File: config.mk
export PLATFORM = sky130hd
export DESIGN_NAME = wb_port_arbiter
export DESIGN_NICKNAME = d
export VERILOG_FILES = /design/src/rtl/wb_arb_pkg.sv /design/src/rtl/wb_pend_fifo.sv /design/src/rtl/wb_port_arbiter.sv
export SDC_FILE = /design/constraint.sdc
export NUM_CORES = 1
export LEC_CHECK = 0
export BUFFER_PORTS_ARGS = -buffer_cell sky130_fd_sc_hd__buf_4
export CELL_PAD_IN_SITES_DETAIL_PLACEMENT = 0
export CELL_PAD_IN_SITES_GLOBAL_PLACEMENT = 1
export CORE_MARGIN = 3
export CORE_UTILIZATION = 40
export CTS_CLUSTER_SIZE = 10
export DETAILED_ROUTE_END_ITERATION = 8
export PLACE_DENSITY = 0.88
export SLEW_MARGIN = 20
export SYNTH_ARGS = -nofsm -noshare
export SYNTH_HDL_FRONTEND = slang
export SYNTH_HIERARCHICAL = 1
export SYNTH_SLANG_ARGS = --single-unit
File: constraint.sdc
create_clock -name CLK -period 4.2 [get_ports CLK]
set_input_delay 0.63 -clock CLK [delete_from_list [all_inputs] [get_ports CLK]]
set_output_delay 0.63 -clock CLK [all_outputs]
set_load 0.05 [all_outputs]
File: src/rtl/wb_arb_pkg.sv
// Shared types and constants for the write-back port arbiter.
package wb_arb_pkg;

    typedef struct packed {
        logic [4:0]  rd;
        logic [31:0] data;
    } wb_entry_t;

    typedef enum logic [1:0] {
        DB_ALU = 2'b00,
        DB_MEM = 2'b01,
        DB_PC4 = 2'b10
    } db_data_src_e;

    localparam logic [4:0] REG_ZERO = 5'd0;

endpackage

File: src/rtl/wb_pend_fifo.sv
// Pending-result FIFO for late multi-cycle results; exposes per-slot rd/valid
// so the arbiter can answer hazard queries against every buffered entry.
module wb_pend_fifo
    import wb_arb_pkg::*;
#(
    parameter int DEPTH = 2,
    parameter int CW    = $clog2(DEPTH + 1)
) (
    input  logic             CLK,
    input  logic             Reset,
    input  logic             push,
    input  wb_entry_t        push_ent,
    input  logic             pop,
    output wb_entry_t        head,
    output logic [CW-1:0]    count,
    output logic             empty,
    output logic [4:0]       ent_rd [DEPTH],
    output logic [DEPTH-1:0] ent_vld
);

    localparam int PW = (DEPTH > 1) ? $clog2(DEPTH) : 1;
    localparam logic [PW-1:0] LAST = PW'(DEPTH - 1);

    wb_entry_t     mem [DEPTH];
    logic [PW-1:0] rd_ptr;
    logic [PW-1:0] wr_ptr;

    function automatic logic [PW-1:0] next_ptr(input logic [PW-1:0] p);
        return (p == LAST) ? '0 : p + PW'(1);
    endfunction

    always_ff @(posedge CLK or posedge Reset) begin
        if (Reset) begin
            rd_ptr  <= '0;
            wr_ptr  <= '0;
            count   <= '0;
            ent_vld <= '0;
        end else begin
            // push only happens below DEPTH and pop only above 0, so the two
            // slots touched in one cycle are never the same slot
            if (push) begin
                wr_ptr          <= next_ptr(wr_ptr);
                ent_vld[wr_ptr] <= 1'b1;
            end
            if (pop) begin
                rd_ptr          <= next_ptr(rd_ptr);
                ent_vld[rd_ptr] <= 1'b0;
            end
            case ({push, pop})
                2'b10:   count <= count + CW'(1);
                2'b01:   count <= count - CW'(1);
                default: count <= count;
            endcase
        end
    end

    always_ff @(posedge CLK) begin
        if (push) mem[wr_ptr] <= push_ent;
    end

    always_comb begin
        for (int i = 0; i < DEPTH; i++) ent_rd[i] = mem[i].rd;
    end

    assign head  = mem[rd_ptr];
    assign empty = (count == '0);

endmodule

File: src/rtl/wb_port_arbiter.sv
// Arbitrates the register-file write port between WB and a multi-cycle unit.
// Optional starvation guard: define WB_STARVE_GUARD_EN.
module wb_port_arbiter
    import wb_arb_pkg::*;
#(
    parameter int DEPTH        = 2,
    parameter int STARVE_LIMIT = 4
) (
    input  logic        CLK,
    input  logic        Reset,
    input  logic        wb_valid,
    input  logic        wb_regwrite,
    input  logic [4:0]  wb_rd,
    input  logic [31:0] wb_data,
    input  logic        mc_valid,
    input  logic [4:0]  mc_rd,
    input  logic [31:0] mc_data,
    output logic        mc_ready,
    input  logic [4:0]  rs,
    input  logic [4:0]  rt,
    output logic        rs_pending,
    output logic        rt_pending,
    output logic        RegWrite,
    output logic [4:0]  WriteReg,
    output logic [31:0] WriteData,
    output logic        wb_stall
);

    localparam int CW = $clog2(DEPTH + 1);
    localparam logic [CW-1:0] DEPTH_C = CW'(DEPTH);

    if (DEPTH < 1 || STARVE_LIMIT < 1) begin : g_bad_cfg
        $error("wb_port_arbiter: DEPTH and STARVE_LIMIT must be >= 1");
    end

    wb_entry_t        head;
    wb_entry_t        push_ent;
    logic [CW-1:0]    count;
    logic             empty;
    logic [4:0]       ent_rd [DEPTH];
    logic [DEPTH-1:0] ent_vld;
    logic             push;
    logic             pop;
    logic             pipe_req;
    logic             room;
    logic             starve_hit;
    logic             grant_head;
    logic             grant_pipe;
    logic             grant_mc;
    logic             forced;
    logic             rs_hit;
    logic             rt_hit;

    wb_pend_fifo #(.DEPTH(DEPTH), .CW(CW)) u_fifo (
        .CLK      (CLK),
        .Reset    (Reset),
        .push     (push),
        .push_ent (push_ent),
        .pop      (pop),
        .head     (head),
        .count    (count),
        .empty    (empty),
        .ent_rd   (ent_rd),
        .ent_vld  (ent_vld)
    );

`ifdef WB_STARVE_GUARD_EN
    localparam int SW = $clog2(STARVE_LIMIT + 1);
    localparam logic [SW-1:0] STARVE_MAX = SW'(STARVE_LIMIT);

    logic [SW-1:0] starve_cnt;

    function automatic logic [SW-1:0] sat_inc(input logic [SW-1:0] v);
        return (v >= STARVE_MAX) ? v : v + SW'(1);
    endfunction

    // counts how long the current head has waited; a new head starts at 0
    always_ff @(posedge CLK or posedge Reset) begin
        if (Reset)              starve_cnt <= '0;
        else if (empty || pop)  starve_cnt <= '0;
        else                    starve_cnt <= sat_inc(starve_cnt);
    end

    assign starve_hit = !empty && (starve_cnt >= STARVE_MAX);
`else
    assign starve_hit = 1'b0;
`endif

    assign pipe_req = wb_valid && wb_regwrite && (wb_rd != REG_ZERO);
    assign room     = (count < DEPTH_C);

    always_comb begin
        grant_head = 1'b0;
        grant_pipe = 1'b0;
        grant_mc   = 1'b0;
        forced     = 1'b0;
        if (starve_hit) begin
            grant_head = 1'b1;
            forced     = 1'b1;
        end else if (pipe_req) begin
            grant_pipe = 1'b1;
        end else if (!empty) begin
            grant_head = 1'b1;
        end else if (mc_valid && mc_rd != REG_ZERO) begin
            grant_mc   = 1'b1;
        end
    end

    // rd==0 results are accepted but never stored; direct grants bypass the buffer
    assign push     = mc_valid && room && (mc_rd != REG_ZERO) && !grant_mc;
    assign pop      = grant_head;
    assign push_ent = '{rd: mc_rd, data: mc_data};

    always_comb begin
        rs_hit = 1'b0;
        rt_hit = 1'b0;
        for (int i = 0; i < DEPTH; i++) begin
            if (ent_vld[i] && ent_rd[i] == rs && rs != REG_ZERO) rs_hit = 1'b1;
            if (ent_vld[i] && ent_rd[i] == rt && rt != REG_ZERO) rt_hit = 1'b1;
        end
    end

    always_comb begin
        RegWrite  = 1'b0;
        WriteReg  = REG_ZERO;
        WriteData = '0;
        if (!Reset) begin
            if (grant_head) begin
                RegWrite  = 1'b1;
                WriteReg  = head.rd;
                WriteData = head.data;
            end else if (grant_pipe) begin
                RegWrite  = 1'b1;
                WriteReg  = wb_rd;
                WriteData = wb_data;
            end else if (grant_mc) begin
                RegWrite  = 1'b1;
                WriteReg  = mc_rd;
                WriteData = mc_data;
            end
        end
    end

    assign mc_ready   = room && !Reset;
    assign wb_stall   = forced && !Reset;
    assign rs_pending = rs_hit && !Reset;
    assign rt_pending = rt_hit && !Reset;

endmodule

======== Yosys cells after proc, flatten, opt, wreduce, memory -nomap -nowiden ========
Memories as Yosys holds them, arrays and structs flattened.
Cells that the tools add are included.
storage, ports and cells
  register bits after elaboration ......... 6
  latch bits .............................. 0
  bits in writable memories ............... 74
  ROM bits ................................ 0
  bits of input ports ..................... 89
  word-level logic and storage cells ...... 83
  memories ................................ 1
operators by class
  add/sub/neg operators ................... 4
  multiply operators ...................... 0
  divide/modulo/power cells ............... 0
  $lt $le $gt $ge ......................... 5
  eq/ne operators ......................... 6
  shifts and indexed selects .............. 0
  multiplexer cells ....................... 33
  bitwise operators ....................... 3
  reductions and logical operators ........ 27
memories
  name        words  bits a word  read ports  clocked after Yosys merged registers in  wr ports  line                RTL
  u_fifo.mem  2      37           3           0                                        1         wb_pend_fifo.sv:24  wb_entry_t mem [DEPTH];
operator list
  kind                 count
  $mux 32              4
  $eq 5x5->1           4
  $mux 1               20
  $mux 5               4
  $reduce_bool 5->1    4
  $logic_and 1x1->1    19
  $lt 1x2->1 const B   2
  $mux 2               2
  $pmux 2 s2           1
  $add 1x1->1 const B  2
  $add 2x1->2 const B  1
  $and 2x2->2          1
  $demux 1 s1          2
  $eq 2x1->1 const B   1
  $eq 2x2->1 const B   1
  $ge 1x1->1 const B   2
  $logic_not 1->1      2
  $logic_not 2->1      1
  $lt 2x2->1 const B   1
  $not 2->2            1
  $or 2x2->2           1
  $reduce_bool 2->1    1
  $sub 2x1->2 const B  1

======== Logic depth before layout (Yosys ltp) ========
Gate-level depths: netlist (run 1).
  depth in word-level cells ............... 10
  gate-level depth with buffers ........... 11

======== Hierarchy ========
Netlist (run 1), hierarchy kept.
modules (own cells, without submodules)
  module           instances  cells each  area each (sq um)
  wb_pend_fifo     1          147         3014.1
  wb_port_arbiter  1          174         1547.7

======== Worst setup path before layout (run 1) ========
No wires, ideal clock.
  path kind ............................... input to register
  from .................................... input wb_valid
  to ...................................... memory u_fifo/mem[0][0] in the netlist's numbering (enable)
  library setup time ...................... 0.437 ns
  data arrival time ....................... 3.588 ns
  slack ................................... 0.175 ns
  cell stages on the path ................. 7
  path buffers ............................ 3
  cells stage by stage .................... and2_1 clkbuf_1 o21ai_2 buf_6 buf_2 a211oi_1 nor2b_1
between the ends
  longest elaborated chain between the ends .. 7
RTL lines
  item                             line                    RTL
  start: declaration               wb_port_arbiter.sv:11   input logic wb_valid,
  $logic_and 1x1->1 (2 in series)  wb_port_arbiter.sv:89   assign pipe_req = wb_valid && wb_regwrite && (wb_rd != REG_ZERO);
  $mux 1                           wb_port_arbiter.sv:100  end else if (pipe_req) begin
  $logic_not 1->1                  wb_port_arbiter.sv:110  assign push = mc_valid && room && (mc_rd != REG_ZERO) && !grant_mc;
  $logic_and 1x1->1                wb_port_arbiter.sv:110
  net push                         wb_port_arbiter.sv:42   logic push;
  $mux 1                           wb_pend_fifo.sv:58      if (push) mem[wr_ptr] <= push_ent;
  $mux 1 (implied by the code)     wb_pend_fifo.sv:58
  end: declaration                 wb_pend_fifo.sv:24
The timed path passes the listed nets, and every way through them passes these cells.

======== Final worst setup path (run 1) ========
  from .................................... input wb_rd[2]
  to ...................................... output WriteReg[0]
RTL lines
  item                line                    RTL
  start: declaration  wb_port_arbiter.sv:13   input logic [4:0] wb_rd,
  $reduce_bool 5->1   wb_port_arbiter.sv:89
  $logic_and 1x1->1   wb_port_arbiter.sv:89
  $mux 1              wb_port_arbiter.sv:100
  net grant_head      wb_port_arbiter.sv:47   logic grant_head;
  $mux 5              wb_port_arbiter.sv:128  if (grant_head) begin
  $mux 5              wb_port_arbiter.sv:127  if (!Reset) begin
  end: declaration    wb_port_arbiter.sv:24   output logic [4:0] WriteReg,
The timed path passes the listed nets, and every way through them passes these cells.

==> reports/qor.yml, run 1 <==
syn_area_um2: 4560
drc: 0
path_buf_inv: 3
hold_depth: 1
cts_tree: "yes"
numCtsBuffers: 9
clkTransAtPathRegs_ps: 60
clockBufferDepth: 2
min_period_over_period_pct: 79.0
dpl.hpwl_um: 6740
p_per_area_nw_per_um2: 586
vdd_drop_max_v: 0.000296
final_cell_mix: "buf_4 (134), edfxtp_1 (74), mux2_2 (37)"
wl_per_cell_um: 17.0
clock_latency_ps: 310
synth_nets: 411
place_congestion: 0.859
cts-root-buf: "clkbuf_16"
post-synth-top-area-cell: "edfxtp_1"
power_uw: 3400
antenna_found_initial: 0
finClkSkew_ps: 4.39
relSlewSlack_pct: 36.5
num_antenna_cells: 0
htree_levels: 3
p_leak_uw: 0.00233
vias: 2976
syn2layout_area_growth_pct: 27.4
drt_first_pass_iters: 4
cp_cell_sequence: "buf_4 > or4_4 > o21ai_4 > buf_4 > and2_1 > a211oi_1 > buf_4"
num_rows: 38
fill_cells: 929
rsz0062_at_grt: "false"
final-seq-area_um2: 2370
setup-violations-final: 0
worst_pin_slew_ps: 952
synth_cells: 321
multiInputGateArea_um2: 1970
hold_viol: 0
end_kind: "output pin"
initial_core_util_pct: 41.5
io_pins: 131
worstPathMaxFanout: 38
wl_um: 9840
dieWidth_um: 113
grt_pass1_vias: 3155
r2r_cells: 4
ys_types: 35
netlist.area_leader.share_pct: 48.7
cp_num_cells: 7
fin_setup_tns_ps: 0
cp.required_ps: 3570
syn_avg_cell_area_um2: 14.2
fin_util_pct: 52.9
grt.total_usage_pct: 15.3
crit_path_max_incr_delay_ps: 560
post_cts_buffers: 0
cp_top_family: "buffers and inverters"
final_nets: 525
drt_iter0_drc: 152
slowest_stage: "buf_4"
core_um2: 11000
cts_resized: 0
start_kind: "input pin"
grt_max_degree: 44
yosys-top-cells-area: "edfxtp_1 (49%), o2bb2ai_2 (9.9%), mux2_2 (9.1%)"
status: "completed"
viasPerCell: 5.13
die_h_um: 113
drtAntennaViolNets: 0
numClockSinks: 80
cap_violations: 0
final_max_slew_viol_count: 0
cts_hold_buf: 0
dp_slack_ps: 832
synth_seq_cells: 80
grt_pass1_wl_um: 15500
grt_overflow: 0
cpMostUsedCell: "buf_4"
fmax_mhz: 301
mostFrequentLayoutCell: "buf_4"
min_period_ps: 3320
drive_gt1_share_pct: 50.7
seq_area_frac_synth_pct: 52.0
post-place-cells: 564
io_buffers: 129
crit_arrival_ps: 2690
hp-class: "input pin to flop"
dieArea_um2: 12700
final_cells: 580
setup_ws_ps: 881
synth_warnings: 6
crit_type: "input pin to output pin"
-- synthesized netlist by cell type, drive strengths merged --
cell,n
edfxtp,74
mux2,37
o2bb2ai,36
nor2b,33
mux2i,32
buf,23
xor2,19
clkbuf,8
dfrtp,6
nor2,6
xnor2,6
inv,5
a32oi,4
nand3,4
nor4,4
and2,3
or4,3
a211oi,2
a21oi,2
a221oi,2
nand2,2
nor3,2
o21ai,2
a22oi,1
a2bb2oi,1
a31oi,1
conb,1
ha,1
nor4b,1
-- cell families (layout without fill, tap and decap cells) --
family / Yosys count / in the layout / synth area share, %
buf+inv: 36 / 155 / 5.27
flops: 80 / 80 / 52.0
xor+xnor: 25 / 25 / 4.80
simple gates: 58 / 58 / 7.90
other cells: 1 / 1 / 0.0822
compound gates: 51 / 51 / 13.5
mux: 69 / 69 / 16.2
fa+ha+maj: 1 / 1 / 0.274
-- routing by layer --
layer	vias to the layer above	global-route usage (%)	routed length, um
met5	-	0	0
met4	0	5.37	113
met3	10	3.37	596
met2	98	26.8	4960
met1	1422	18.6	4170
li1	1446	-	-
-- where the power goes --
part	leakage (uW)	switching, uW	internal [uW]
logic	0.00145	890	642
registers	0.000748	146	1050
clock network	0.000128	283	393
-- sequential cells by signal (all words and copies together) (netlist names) --
register and cells:
u_fifo/rd_ptr 1, u_fifo/count 2, u_fifo/ent_vld 2, u_fifo/mem 74, u_fifo/wr_ptr 1
-- final timing paths --
| path | from | end | slack, ps |
|---|---|---|---|
| max in group asynchronous | Reset | u_fifo/rd_ptr | 3430 |
| worst min register to register | u_fifo/wr_ptr | u_fifo/wr_ptr | 550 |
| min in group asynchronous | Reset | u_fifo/ent_vld[0] | 550 |
| worst min-delay path | mc_data[29] | u_fifo/mem[0][29] | 510 |
| worst max-delay path | wb_rd[2] | WriteReg[0] | 880 |
| worst max register to register | u_fifo/count[1] | u_fifo/mem[1][9] | 1670 |
-- cell type report --
cell class	instances	area share [%]
clock inverters	7	0.668
flip-flops and latches	80	40.8
well taps	140	3.01
clock buffers	9	3.88
multi-input cells	205	34.0
repair buffers	134	17.3
inverters	5	0.323
-- stage by stage --
stage,area (um^2),hold slack [ps]
after detailed placement,5550,540
final,5810,509
after CTS,5810,498
after global routing,5810,495
after global placement,5550,521
after floorplan,4560,421
Note: power is estimated with default switching activity, not from simulation.
==> inputs of run 2 (changes only) <==
CORE_UTILIZATION = 38   (was 40)
clock period = 2.8 ns   (was 4.2 ns; I/O delays follow)
==> run 2 against run 1 <==
Worst hold slack lost 300 ps. Clock power grew 91%. Clock-buffer cell count grew 3. Wire length grew 1.7%. Global-route usage grew 0.064 points.
==> reports/qor.yml, run 2 (synthesis gave the netlist of run 1 again) <==
cts-root-buf: "clkbuf_16"
crit_type: "input pin to output pin"
p_leak_uw: 0.00241
rr_startpoint: "u_fifo/count[1]"
end_kind: "output pin"
hp-class: "input pin to async pin"
finClkSkew_ps: 8.58
vdd_drop_max_v: 0.000413
reg.largest.list: "u_fifo/mem (74), u_fifo/count (2), u_fifo/ent_vld (2)"
grt_max_degree: 39
syn2layout_area_growth_pct: 31.4
rsz0062_at_grt: "false"
clockBufferDepth: 2
wl_um: 10000
dp_slack_ps: 84.5
hold_viol: 0
fill_cells: 1004
final-seq-area_um2: 2370
initial_core_util_pct: 39.4
fmax_mhz: 377
setup_ws_ps: 148
wl_per_cell_um: 17.0
antenna_found_initial: 0
min_period_ps: 2650
multiInputGateArea_um2: 1990
num_antenna_cells: 0
min_period_over_period_pct: 94.7
worstReg2RegEnd: "u_fifo/mem[1][12]"
r2r_cells: 3
drive_gt1_share_pct: 51.6
final_max_slew_viol_count: 0
core_um2: 11600
final_nets: 531
die_h_um: 116
cts_tree: "yes"
fin_setup_tns_ps: 0
grt_overflow: 0
grt_pass1_vias: 3200
numCtsBuffers: 9
grt.total_usage_pct: 15.4
worst_pin_slew_ps: 980
drt_iter0_drc: 158
clock_latency_ps: 320
mostFrequentLayoutCell: "buf_4"
r2r_slack_ps: 610
vias: 3009
cap_violations: 0
cts_resized: 0
viasPerCell: 5.11
final_cell_mix: "buf_4 (136), edfxtp_1 (74), mux2_2 (37)"
grt_pass1_wl_um: 16000
place_congestion: 0.851
status: "completed"
numClockSinks: 80
htree_levels: 3
clkTransAtPathRegs_ps: 60
cp.required_ps: 2380
cts_hold_buf: 0
dpl.hpwl_um: 7250
dieArea_um2: 13400
num_rows: 39
largest_reg_flops: 74
worstPathMaxFanout: 15
start_kind: "input pin"
setup-violations-final: 0
dieWidth_um: 116
crit_arrival_ps: 2230
drt_first_pass_iters: 4
io_pins: 131
io_buffers: 129
drtAntennaViolNets: 0
post_cts_buffers: 0
p_per_area_nw_per_um2: 916
fin_util_pct: 51.8
largest_register: "u_fifo/mem"
drc: 0
relSlewSlack_pct: 34.7
-- run 2: cell count changes in the layout (fill, tap and decap cells not counted), moves of 2 or more --
cell / delta
bufinv_16: +3
clkbuf_1: +3
clkinv_2: -3
buf_12: +2
buf_4: +2
clkinvlp_4: -2
o2bb2ai_1: -2
o2bb2ai_2: +2
-- run 2: area by class of cell --
type / count / share of cell area [%]
flip-flops and latches: 80 / 39.6
well taps: 143 / 2.99
clock buffers: 12 / 3.95
multi-input cells: 205 / 33.2
clock inverters: 4 / 1.59
repair buffers: 140 / 18.4
inverters: 5 / 0.313
-- run 2: worst max-delay path by stage --
stage          startpoint  slack, ps                 to
4_1_cts          wb_rd[2]         80        WriteReg[1]
3_3_place_gp     wb_valid        110   u_fifo/mem[0][9]
2_1_floorplan    wb_valid         70   u_fifo/mem[0][0]
6_report         wb_rd[2]        150        WriteReg[1]
3_5_place_dp     wb_valid         80  u_fifo/mem[0][11]
5_1_grt          wb_rd[2]         30      WriteData[13]
-- run 2: power by group --
part | switching (uW) | internal [uW] | total (uW)
Sequential | 142 | 1580 | 1720
Combinational | 1440 | 1040 | 2480
Clock | 417 | 870 | 1290
Total | 2000 | 3490 | 5490
-- run 2: routing by layer --
metal	track usage, %	up-vias	routed length [um]
li1	-	1456	-
met1	18.8	1453	4080
met2	27.6	95	5300
met3	2.77	5	569
met4	4.46	0	56
met5	0	-	0
-- run 2: critical path: stages --
cell and delay [ps]:
buf_4 110, or4_4 550, o21ai_4 170, nor4b_4 330, buf_6 270, o2bb2ai_1 150, buf_4 220
-- run 2: per-stage QoR --
step	total power, uW	hold WS [ps]	instances	cell area (um^2)
floorplan	3570	211	321	4590
detailed placement	4230	540	572	5630
global placement	4180	522	572	5630
global route	5810	224	589	5990
finish	5490	208	589	5990
CTS	5530	199	588	5960
